==> src/rtl/agu_pkg.sv <==
// Shared types for the AGU reservation queue.
//   XLEN        operand/address width used by the entry record
//   TAG_W       ROB/CDB tag width used by the entry record
//   agu_entry_t one queue entry: operands with tags/valids, rd tag, funct3, ls, imm, entry valid
//   cdb_wake    applies a CDB broadcast to an entry's missing operands
package agu_pkg;

   localparam int unsigned XLEN  = 32;
   localparam int unsigned TAG_W = 6;

   typedef struct packed {
      logic [XLEN-1:0]  op1_data;
      logic [TAG_W-1:0] op1_tag;
      logic             op1_valid;
      logic [XLEN-1:0]  op2_data;
      logic [TAG_W-1:0] op2_tag;
      logic             op2_valid;
      logic [TAG_W-1:0] rd_tag;
      logic [2:0]       funct3;
      logic             ls;
      logic [XLEN-1:0]  imm;
      logic             valid;
   } agu_entry_t;

   // Captures CDB data into any still-missing operand whose tag matches.
   function automatic agu_entry_t cdb_wake(input agu_entry_t e, input logic v,
                                           input logic [TAG_W-1:0] tag,
                                           input logic [XLEN-1:0] data);
      agu_entry_t r;
      r = e;
      if (v && e.valid) begin
         if (!e.op1_valid && (e.op1_tag == tag)) begin
            r.op1_data  = data;
            r.op1_valid = 1'b1;
         end
         if (!e.op2_valid && (e.op2_tag == tag)) begin
            r.op2_data  = data;
            r.op2_valid = 1'b1;
         end
      end
      return r;
   endfunction

endpackage

==> src/rtl/agu_issue_queue_param_if.sv <==
// Dispatch/issue bundle of the AGU reservation queue.
//   master: dispatch source and LSU side (drives disp_*, ex_ready)
//   slave : the queue (drives queue_full, count, issue_valid, ex_*)
interface agu_issue_queue_param_if #(
   parameter int unsigned DEPTH = 4,
   parameter int unsigned XLEN  = 32,
   parameter int unsigned TAG_W = 6
);
   localparam int unsigned CNT_W = $clog2(DEPTH + 1);

   logic             disp_en;
   logic [XLEN-1:0]  disp_op1_data;
   logic [TAG_W-1:0] disp_op1_tag;
   logic             disp_op1_valid;
   logic [XLEN-1:0]  disp_op2_data;
   logic [TAG_W-1:0] disp_op2_tag;
   logic             disp_op2_valid;
   logic [TAG_W-1:0] disp_rd_tag;
   logic [2:0]       disp_funct3;
   logic             disp_ls;
   logic [XLEN-1:0]  disp_imm;
   logic             queue_full;
   logic [CNT_W-1:0] count;
   logic             ex_ready;
   logic             issue_valid;
   logic [XLEN-1:0]  ex_address;
   logic [XLEN-1:0]  ex_data;
   logic [TAG_W-1:0] ex_rd_tag;
   logic [2:0]       ex_funct3;
   logic             ex_ls;

   modport master (
      output disp_en, disp_op1_data, disp_op1_tag, disp_op1_valid,
             disp_op2_data, disp_op2_tag, disp_op2_valid,
             disp_rd_tag, disp_funct3, disp_ls, disp_imm, ex_ready,
      input  queue_full, count, issue_valid, ex_address, ex_data,
             ex_rd_tag, ex_funct3, ex_ls
   );

   modport slave (
      input  disp_en, disp_op1_data, disp_op1_tag, disp_op1_valid,
             disp_op2_data, disp_op2_tag, disp_op2_valid,
             disp_rd_tag, disp_funct3, disp_ls, disp_imm, ex_ready,
      output queue_full, count, issue_valid, ex_address, ex_data,
             ex_rd_tag, ex_funct3, ex_ls
   );

endinterface

==> src/rtl/agu_iq_entry.sv <==
// One AGU queue slot.
//   clk, rst       clock, asynchronous active-low reset
//   flush          clear slot
//   write, disp    load the dispatching entry (has priority over shift)
//   shift, upper   take the entry from the slot above (collapse)
//   cdb_*          wakeup broadcast, applied to whatever is loaded or held
//   q, ready       stored entry and its issue eligibility
module agu_iq_entry
   import agu_pkg::*;
(
   input  logic             clk,
   input  logic             rst,
   input  logic             flush,
   input  logic             write,
   input  logic             shift,
   input  agu_entry_t       disp,
   input  agu_entry_t       upper,
   input  logic             cdb_valid,
   input  logic [TAG_W-1:0] cdb_tag,
   input  logic [XLEN-1:0]  cdb_data,
   output agu_entry_t       q,
   output logic             ready
);

   agu_entry_t src;
   agu_entry_t nxt;

   always_comb begin
      src = q;
      if (write) begin
         src = disp;
      end else if (shift) begin
         src = upper;
      end
      nxt = cdb_wake(src, cdb_valid, cdb_tag, cdb_data);
   end

   always_ff @(posedge clk or negedge rst) begin
      if (!rst) begin
         q <= '0;
      end else if (flush) begin
         q <= '0;
      end else begin
         q <= nxt;
      end
   end

   // Loads never wait on op2.
   assign ready = q.valid & q.op1_valid & (~q.ls | q.op2_valid);

endmodule

==> src/rtl/agu_issue_queue_param.sv <==
// Parametrised AGU reservation queue (collapsing, entry 0 oldest).
//   clk, rst   clock, asynchronous active-low reset
//   flush      discard all entries
//   cdb_*      CDB broadcast for operand wakeup
//   io         dispatch in, occupancy out, issue bundle with valid/ready
// XLEN/TAG_W must equal the agu_pkg widths used by the entry record.
module agu_issue_queue_param #(
   parameter int unsigned DEPTH    = 4,
   parameter int unsigned XLEN     = agu_pkg::XLEN,
   parameter int unsigned TAG_W    = agu_pkg::TAG_W,
   parameter int unsigned IN_ORDER = 1
) (
   input  logic             clk,
   input  logic             rst,
   input  logic             flush,
   input  logic             cdb_valid,
   input  logic [TAG_W-1:0] cdb_tag,
   input  logic [XLEN-1:0]  cdb_data,
   agu_issue_queue_param_if.slave io
);
   import agu_pkg::*;

   localparam int unsigned CNT_W = $clog2(DEPTH + 1);
   localparam int unsigned IDX_W = $clog2(DEPTH);

   logic [CNT_W-1:0] cnt_q;
   logic [CNT_W-1:0] wslot;
   logic             full;
   logic             fire;
   logic             accept;
   logic             pick_valid;
   logic [IDX_W-1:0] pick_idx;
   logic [DEPTH-1:0] rdy;
   logic [DEPTH-1:0] sel_write;
   logic [DEPTH-1:0] sel_shift;
   agu_entry_t       q     [DEPTH];
   agu_entry_t       upper [DEPTH];
   agu_entry_t       disp;
   agu_entry_t       sel;

   assign full   = (cnt_q == CNT_W'(DEPTH));
   assign fire   = pick_valid & io.ex_ready;
   // A full queue still accepts when an issue frees a slot the same cycle.
   assign accept = io.disp_en & (~full | fire);
   assign wslot  = fire ? (cnt_q - CNT_W'(1)) : cnt_q;

   always_comb begin
      disp           = '0;
      disp.op1_data  = io.disp_op1_data;
      disp.op1_tag   = io.disp_op1_tag;
      disp.op1_valid = io.disp_op1_valid;
      disp.op2_data  = io.disp_op2_data;
      disp.op2_tag   = io.disp_op2_tag;
      disp.op2_valid = io.disp_op2_valid;
      disp.rd_tag    = io.disp_rd_tag;
      disp.funct3    = io.disp_funct3;
      disp.ls        = io.disp_ls;
      disp.imm       = io.disp_imm;
      disp.valid     = 1'b1;
   end

   // Descending scan so the lowest ready index wins.
   always_comb begin
      pick_valid = 1'b0;
      pick_idx   = '0;
      if (IN_ORDER != 0) begin
         pick_valid = rdy[0];
      end else begin
         for (int unsigned i = DEPTH; i > 0; i--) begin
            if (rdy[i-1]) begin
               pick_valid = 1'b1;
               pick_idx   = IDX_W'(i - 1);
            end
         end
      end
   end

   for (genvar i = 0; i < DEPTH; i++) begin : g_slot
      if (i == DEPTH - 1) begin : g_top
         assign upper[i] = '0;
      end else begin : g_mid
         assign upper[i] = q[i+1];
      end

      assign sel_shift[i] = fire & (IDX_W'(i) >= pick_idx);
      assign sel_write[i] = accept & (CNT_W'(i) == wslot);

      agu_iq_entry u_entry (
         .clk       (clk),
         .rst       (rst),
         .flush     (flush),
         .write     (sel_write[i]),
         .shift     (sel_shift[i]),
         .disp      (disp),
         .upper     (upper[i]),
         .cdb_valid (cdb_valid),
         .cdb_tag   (cdb_tag),
         .cdb_data  (cdb_data),
         .q         (q[i]),
         .ready     (rdy[i])
      );
   end

   always_ff @(posedge clk or negedge rst) begin
      if (!rst) begin
         cnt_q <= '0;
      end else if (flush) begin
         cnt_q <= '0;
      end else begin
         cnt_q <= cnt_q + CNT_W'(accept) - CNT_W'(fire);
      end
   end

   assign sel = q[pick_idx];

   always_comb begin
      io.ex_address = '0;
      io.ex_data    = '0;
      io.ex_rd_tag  = '0;
      io.ex_funct3  = '0;
      io.ex_ls      = 1'b0;
      if (pick_valid) begin
         io.ex_address = sel.op1_data + sel.imm;
         io.ex_data    = sel.op2_data;
         io.ex_rd_tag  = sel.rd_tag;
         io.ex_funct3  = sel.funct3;
         io.ex_ls      = sel.ls;
      end
   end

   assign io.issue_valid = pick_valid;
   assign io.queue_full  = full;
   assign io.count       = cnt_q;

endmodule

==> src/flat_wrapper.sv <==
// flat-port wrapper written by rule: the top's interface ports become plain ports
module agu_issue_queue_param_flat import agu_pkg::*;
#(
   parameter int unsigned DEPTH    = 4,
   parameter int unsigned XLEN     = agu_pkg::XLEN,
   parameter int unsigned TAG_W    = agu_pkg::TAG_W,
   parameter int unsigned IN_ORDER = 1
)
  (clk, rst, flush, cdb_valid, cdb_tag, cdb_data, io_disp_en, io_disp_op1_data, io_disp_op1_tag, io_disp_op1_valid, io_disp_op2_data, io_disp_op2_tag, io_disp_op2_valid, io_disp_rd_tag, io_disp_funct3, io_disp_ls, io_disp_imm, io_ex_ready, io_queue_full, io_count, io_issue_valid, io_ex_address, io_ex_data, io_ex_rd_tag, io_ex_funct3, io_ex_ls);
  agu_issue_queue_param_if #(.DEPTH(DEPTH), .XLEN(XLEN), .TAG_W(TAG_W)) io_i ();
  input  logic clk;
  input  logic rst;
  input  logic flush;
  input  logic cdb_valid;
  input  logic [TAG_W-1:0] cdb_tag;
  input  logic [XLEN-1:0] cdb_data;
  input wire logic [$bits(io_i.disp_en)-1:0] io_disp_en;
  input wire logic [$bits(io_i.disp_op1_data)-1:0] io_disp_op1_data;
  input wire logic [$bits(io_i.disp_op1_tag)-1:0] io_disp_op1_tag;
  input wire logic [$bits(io_i.disp_op1_valid)-1:0] io_disp_op1_valid;
  input wire logic [$bits(io_i.disp_op2_data)-1:0] io_disp_op2_data;
  input wire logic [$bits(io_i.disp_op2_tag)-1:0] io_disp_op2_tag;
  input wire logic [$bits(io_i.disp_op2_valid)-1:0] io_disp_op2_valid;
  input wire logic [$bits(io_i.disp_rd_tag)-1:0] io_disp_rd_tag;
  input wire logic [$bits(io_i.disp_funct3)-1:0] io_disp_funct3;
  input wire logic [$bits(io_i.disp_ls)-1:0] io_disp_ls;
  input wire logic [$bits(io_i.disp_imm)-1:0] io_disp_imm;
  input wire logic [$bits(io_i.ex_ready)-1:0] io_ex_ready;
  output wire logic [$bits(io_i.queue_full)-1:0] io_queue_full;
  output wire logic [$bits(io_i.count)-1:0] io_count;
  output wire logic [$bits(io_i.issue_valid)-1:0] io_issue_valid;
  output wire logic [$bits(io_i.ex_address)-1:0] io_ex_address;
  output wire logic [$bits(io_i.ex_data)-1:0] io_ex_data;
  output wire logic [$bits(io_i.ex_rd_tag)-1:0] io_ex_rd_tag;
  output wire logic [$bits(io_i.ex_funct3)-1:0] io_ex_funct3;
  output wire logic [$bits(io_i.ex_ls)-1:0] io_ex_ls;
  assign io_i.disp_en = io_disp_en;
  assign io_i.disp_op1_data = io_disp_op1_data;
  assign io_i.disp_op1_tag = io_disp_op1_tag;
  assign io_i.disp_op1_valid = io_disp_op1_valid;
  assign io_i.disp_op2_data = io_disp_op2_data;
  assign io_i.disp_op2_tag = io_disp_op2_tag;
  assign io_i.disp_op2_valid = io_disp_op2_valid;
  assign io_i.disp_rd_tag = io_disp_rd_tag;
  assign io_i.disp_funct3 = io_disp_funct3;
  assign io_i.disp_ls = io_disp_ls;
  assign io_i.disp_imm = io_disp_imm;
  assign io_i.ex_ready = io_ex_ready;
  assign io_queue_full = io_i.queue_full;
  assign io_count = io_i.count;
  assign io_issue_valid = io_i.issue_valid;
  assign io_ex_address = io_i.ex_address;
  assign io_ex_data = io_i.ex_data;
  assign io_ex_rd_tag = io_i.ex_rd_tag;
  assign io_ex_funct3 = io_i.ex_funct3;
  assign io_ex_ls = io_i.ex_ls;
  agu_issue_queue_param #(.DEPTH(DEPTH), .XLEN(XLEN), .TAG_W(TAG_W), .IN_ORDER(IN_ORDER)) u_core (.clk(clk), .rst(rst), .flush(flush), .cdb_valid(cdb_valid), .cdb_tag(cdb_tag), .cdb_data(cdb_data), .io(io_i));
endmodule
==> config.mk <==
export PLATFORM = sky130hd
export DESIGN_NAME = agu_issue_queue_param_flat
export DESIGN_NICKNAME = d
export VERILOG_FILES = /design/src/rtl/agu_pkg.sv /design/src/rtl/agu_issue_queue_param_if.sv /design/src/rtl/agu_iq_entry.sv /design/src/rtl/agu_issue_queue_param.sv /design/src/flat_wrapper.sv
export SDC_FILE = /design/constraint.sdc
export NUM_CORES = 2
export LEC_CHECK = 0
export CORE_MARGIN = 8
export CORE_UTILIZATION = 45
export CTS_CLUSTER_DIAMETER = 80
export DETAILED_ROUTE_END_ITERATION = 16
export HOLD_SLACK_MARGIN = 0.06
export SLEW_MARGIN = 20
export SYNTH_ARGS = -nofsm -noshare
export SYNTH_HDL_FRONTEND = slang
export SYNTH_SLANG_ARGS = --single-unit
==> constraint.sdc <==
create_clock -name clk -period 11.23 [get_ports clk]
set_clock_uncertainty 0.15 [all_clocks]
set_input_delay 3.369 -clock clk [delete_from_list [all_inputs] [get_ports clk]]
set_output_delay 3.369 -clock clk [all_outputs]
set_load 0.1 [all_outputs]
### Yosys cells after proc, flatten, opt, wreduce, memory -nomap -nowiden

Cells that the tools add are included.

| storage, ports and cells | value |
|---|---|
| register bits | 487 |
| input port bits | 164 |
| output and inout bits | 79 |
| logic and storage cells | 145 |

| cells by class | value |
|---|---|
| add/sub/neg operators | 4 |
| eq/ne operators | 12 |
| muxes and demuxes | 47 |
| bitwise operators | 12 |
| reductions and logical operators | 25 |

Operator list:

| cell | number |
|---|---|
| 121-bit 2-to-1 mux | 12 |
| 32-bit 2-to-1 mux | 14 |
| 33-bit 2-to-1 mux | 4 |
| 6-bit == test | 8 |
| 32-bit adder | 1 |
| 1-bit 2-to-1 mux | 13 |
| 1-bit logical AND | 12 |
| 3-bit nonzero test | 4 |
| 3-bit 2-to-1 mux | 3 |
| 1-bit bitwise AND | 8 |
| 1-bit logical NOT | 8 |
| 2-bit by 3-bit == test with 1-bit output, first input constant | 2 |
| 6-bit 2-to-1 mux | 1 |
| 3-bit by 1-bit adder with 3-bit output | 1 |
| 1-bit by 3-bit == test with 1-bit output, first input constant | 1 |
| 3-bit == test, second input constant | 1 |
| 3-bit logical NOT | 1 |
| 3-bit by 1-bit subtractor with 3-bit output | 1 |
| 3-bit by 1-bit subtractor with 3-bit output, second input constant | 1 |
| 1-bit inverter | 2 |
| 1-bit OR | 2 |

### Longest topological paths before layout

| logic depth | value |
|---|---|
| word-level depth | 13 |
| depth in mapped cells | 14 |
| depth with buffers taken out | 11 |

### By module

A second synthesis with hierarchy kept.

| second synthesis, totals | value |
|---|---|
| cell total of the unflattened synthesis | 3576 |
| area, all modules | 32269.7 um^2 |

By module, submodules not included:

| module | instances | cells an instance | area each (um^2) | seq. area each (um^2) |
|---|---|---|---|---|
| agu_iq_entry | 4 | 798 | 7437.1 | 3027.9 |
| agu_issue_queue_param | 1 | 384 | 2521.2 | 75.1 |

### Least setup slack after synthesis

No wires, ideal clock.

| timing | value |
|---|---|
| path type | reg2out |
| from | register, netlist name u_core.g_slot[0].u_entry.q[1] |
| to | output port io_ex_address[30] |
| arrival | 4345 ps |
| required time | 7711 ps |
| setup slack | 3366 ps |
| cell stages (with the launch flop) | 12 |
| path buffers | 0 |
| cell sequence | dfrtp_1 -> ha_1 -> inv_1 -> fa_1 -> nor2b_1 -> o211ai_1 -> a31o_2 -> a31oi_1 -> o2111ai_1 -> a31oi_1 -> nor3_1 -> nor3_1 |

| on the way | value |
|---|---|
| longest elaborated chain between the ends | 2 |

RTL lines:

| item | RTL line | RTL |
|---|---|---|
| 32-bit adder | agu_issue_queue_param.sv:123 | `io.ex_address = sel.op1_data + sel.imm;` |
| 32-bit 2-to-1 mux | agu_issue_queue_param.sv:122 | `if (pick_valid) begin` |
| end: declaration | flat_wrapper.sv:32 | `output wire logic [$bits(io_i.ex_address)-1:0] io_ex_address;` |

Every way passes these cells.

### Final worst setup path

| timing | value |
|---|---|
| from | register, netlist name u_core.g_slot[0].u_entry.q[1] |
| to | output port io_ex_address[30] |

| on the way | value |
|---|---|
| longest elaborated chain between the ends | 2 |

RTL lines:

| item | RTL line |
|---|---|
| 32-bit adder | agu_issue_queue_param.sv:123 |
| 32-bit 2-to-1 mux | agu_issue_queue_param.sv:122 |

Every way passes these cells.

==> impl_metrics.toml <==
[timing]
drv_slew = 0
hold_viol = 0
relSlewSlack = 0.242
fin_setup_tns_ns = 0
tightestPinTransition_ns = 1.14
clock.fmax_ghz = 0.117
period_minus_slack_ns = 8.57
finalSetupViolCount = 0
fin_crit_sh = 0.763
rsz0062_at_grt = "no"

[yosys]
synth_fa_ha_area_frac = 0.0162
synthCells = 3338
synth_compound_area_frac = 0.171
synth_top_family_by_area = "simple AND/OR/NAND/NOR gates"
syn-cell-area_um2 = 28800
ys_async_sr_fraction = 1.00
ys_types = 73
synth.area.mux_share = 0.103
syn_area_per_cell_um2 = 8.62
ys_seq_elements = 487
yosysSeqAreaShare = 0.424
synthFlopType = "dfrtp_1"
syn-num-nets = 3538
synth_edf_count = 0
synth_xor_xnor_area_share = 0.0174
yosysWarningCount = 0
yosys.area_share.simple = 0.224

[floorplanning]
fp.coreArea_um2 = 63200
ios = 243
start_util = 0.455
rows = 92
die_y_um = 269
die_w_um = 269
die-area_um2 = 72300

[critical_path]
cp_num_buf_inv = 2
critPathCaptureType = "output port"
worst_ep_arrival_time_ns = 5.05
max_stage_delay_ns = 1.23
reg2reg_slack_ns = 5.64
path_max_fanout = 7
required_ns = 7.71
worstSetupPathType = "flip-flop to output port"
startpoint = "u_core.g_slot[0].u_entry.q[1]"
reg2reg_from = "u_core.g_slot[0].u_entry.q[0]"
path_cells = "ha_1 -> inv_1 -> fa_1 -> nor2b_1 -> o211ai_1 -> a31o_2 -> a31oi_1 -> o2111ai_1 -> a31oi_1 -> nor3_1 -> nor3_1 -> clkdlybuf4s50_1"
cpMaxStageDelayCell = "clkdlybuf4s50_1"
crit_family = "compound AO/OA/AOI/OAI gates"
start_kind = "flip-flop"

[clock_tree]
worstSkewPairLatency_ns = 0.62
cts_tree = "yes"
cts-root-buf = "clkbuf_16"
cts_buffers = 56
cts.repair.resized = 0
clock_path_buffers = 3
htree_levels = 2
clkTransAtPathRegs_ns = 0.06
cts_hold_buf = 0
clock_sinks = 487
postCtsSetupBuffers = 0

[grt]
overflow = 0
grt_use_total = 0.260
grt_max_degree = 219
grt_pass1_wl_um = 149000
grt_pass1_vias = 25441
antenna_found_initial = 6

[final_layout]
fin_util = 0.527
area_growth_pct = 15.8
drive_above_1_share = 0.0501
multi_input_area_um2 = 15300
fillers = 5707
layout.nets = 3573
ff_latch_area_um2 = 12200

[detailed_routing]
routed_wl_um = 96800
firstDrtPassIters = 8
post_drt_via_cell_ratio = 6.12
vias = 26078
final_antenna_net_count = 0
first_iter_violations = 2936
wire_per_inst_um = 22.7
drc = 0

[power]
p_leak_uw = 0.0152
p_per_area_nw_per_um2 = 172
peakVddDrop_v = 0.000159

[hold_path]
worstHoldPathType = "flip-flop to flip-flop"
worstHoldStart = "u_core.g_slot[3].u_entry.q[20]"

[place]
hpwl_um = 58900
io_buffers = 242
place.gp.congestion = 0.893

[outcome]
status = "completed"

[flow_run]
maxCapViolCount = 0
[layout by cell type, fill, tap and decap left out, types with 10 or more instances in the layout]
cell type and count:
a21o_1 79, a21oi_1 96, a311o_1 160, a311oi_1 127, a31oi_1 40, and3_1 58, buf_4 24, clkbuf_1 11
clkbuf_16 57, clkdlybuf4s50_1 240, clkinv_2 13, dfrtp_1 487, ha_1 34, inv_1 22, mux2_2 15, mux2i_1 274
nand2_1 796, nand2b_1 39, nand3_1 131, nor2_1 425, nor2b_1 10, nor3_1 21, o211ai_1 11, o21a_1 10
o21ai_0 17, o221ai_1 14, xnor2_1 47, xor2_1 10
[path summary, 6_finish.rpt]
kind | to | cells past startpoint
max | io_ex_address[30] | 12
min | u_core.g_slot[3].u_entry.q[20] | 2
max reg2reg | u_core.g_slot[1].u_entry.q[111] | 8
min reg2reg | u_core.g_slot[3].u_entry.q[20] | 2
max in group asynchronous | u_core.g_slot[0].u_entry.q[74] | 2
min in group asynchronous | u_core.g_slot[1].u_entry.q[25] | 1
[metrics by stage]
stage / setup WS [ns] / instance area, um2 / hold WS, ns / instances / total power (uW)
2_1_floorplan: 3.37 / 28800 / 0.363 / 3338 / 3300
3_3_place_gp: 3.19 / 31400 / 0.371 / 4160 / 3770
3_5_place_dp: 3.13 / 31400 / 0.378 / 4160 / 3820
4_1_cts: 2.71 / 33300 / 0.387 / 4261 / 5730
5_1_grt: 2.38 / 33300 / 0.400 / 4262 / 6000
6_report: 2.66 / 33300 / 0.384 / 4264 / 5710
[sequential cells by signal, summed over array words and instances (netlist names)]
name / cells
u_core.g_slot.u_entry.q: 484
u_core.io.count: 3
[routing by layer]
metal / global-route usage / part of all wire
met2: 0.404 / 0.46
met1: 0.364 / 0.44
met3: 0.0532 / 0.075
met4: 0.0777 / 0.027
met5: 0 / 0.00044
[final cells by class]
type,instances,area share
diodes,2,0.000150
flip-flops and latches,487,0.366
multi-input cells,2531,0.461
clock buffers,76,0.0474
clock inverters,25,0.00887
inverters,23,0.00259
well taps,846,0.0318
repair buffers,274,0.0827
[worst register-to-register path: stages, from the launching register on]
cell,delay [ns]
dfrtp_1,0.41
and2_2,0.91
nand3_4,0.70
mux2_8,1.08
mux2i_1,0.42
xnor2_1,0.15
nor4_4,0.41
nand4_4,0.80
mux2i_1,0.47
[power by group]
group / leakage (uW) / switching [uW] / internal (uW)
Sequential: 0.00666 / 192 / 2010
Clock: 0.000927 / 786 / 1120
Combinational: 0.00757 / 1010 / 594
[cells by family (layout without fill, tap and decap cells)]
logic type | count (synthesis) | in the layout
other cells | 0 | 2
fa+ha+maj | 36 | 36
mux | 293 | 293
xor+xnor | 57 | 57
simple gates | 1531 | 1531
compound gates | 614 | 614
flops | 487 | 487
buf+inv | 320 | 398
[synthesized netlist by cell type, drive strengths merged, types with 34 or more instances]
cell,number,share of area
a21o,79,0.021
a21oi,98,0.018
a311o,160,0.056
a311oi,127,0.039
a31oi,40,0.0087
and3,58,0.013
buf,67,0.013
clkbuf,230,0.030
dfrtp,487,0.42
ha,34,0.015
mux2i,276,0.096
nand2,796,0.10
nand2b,41,0.0090
nand3,134,0.023
nor2,425,0.055
xnor2,47,0.014
Power figures use the tool's default switching activity.
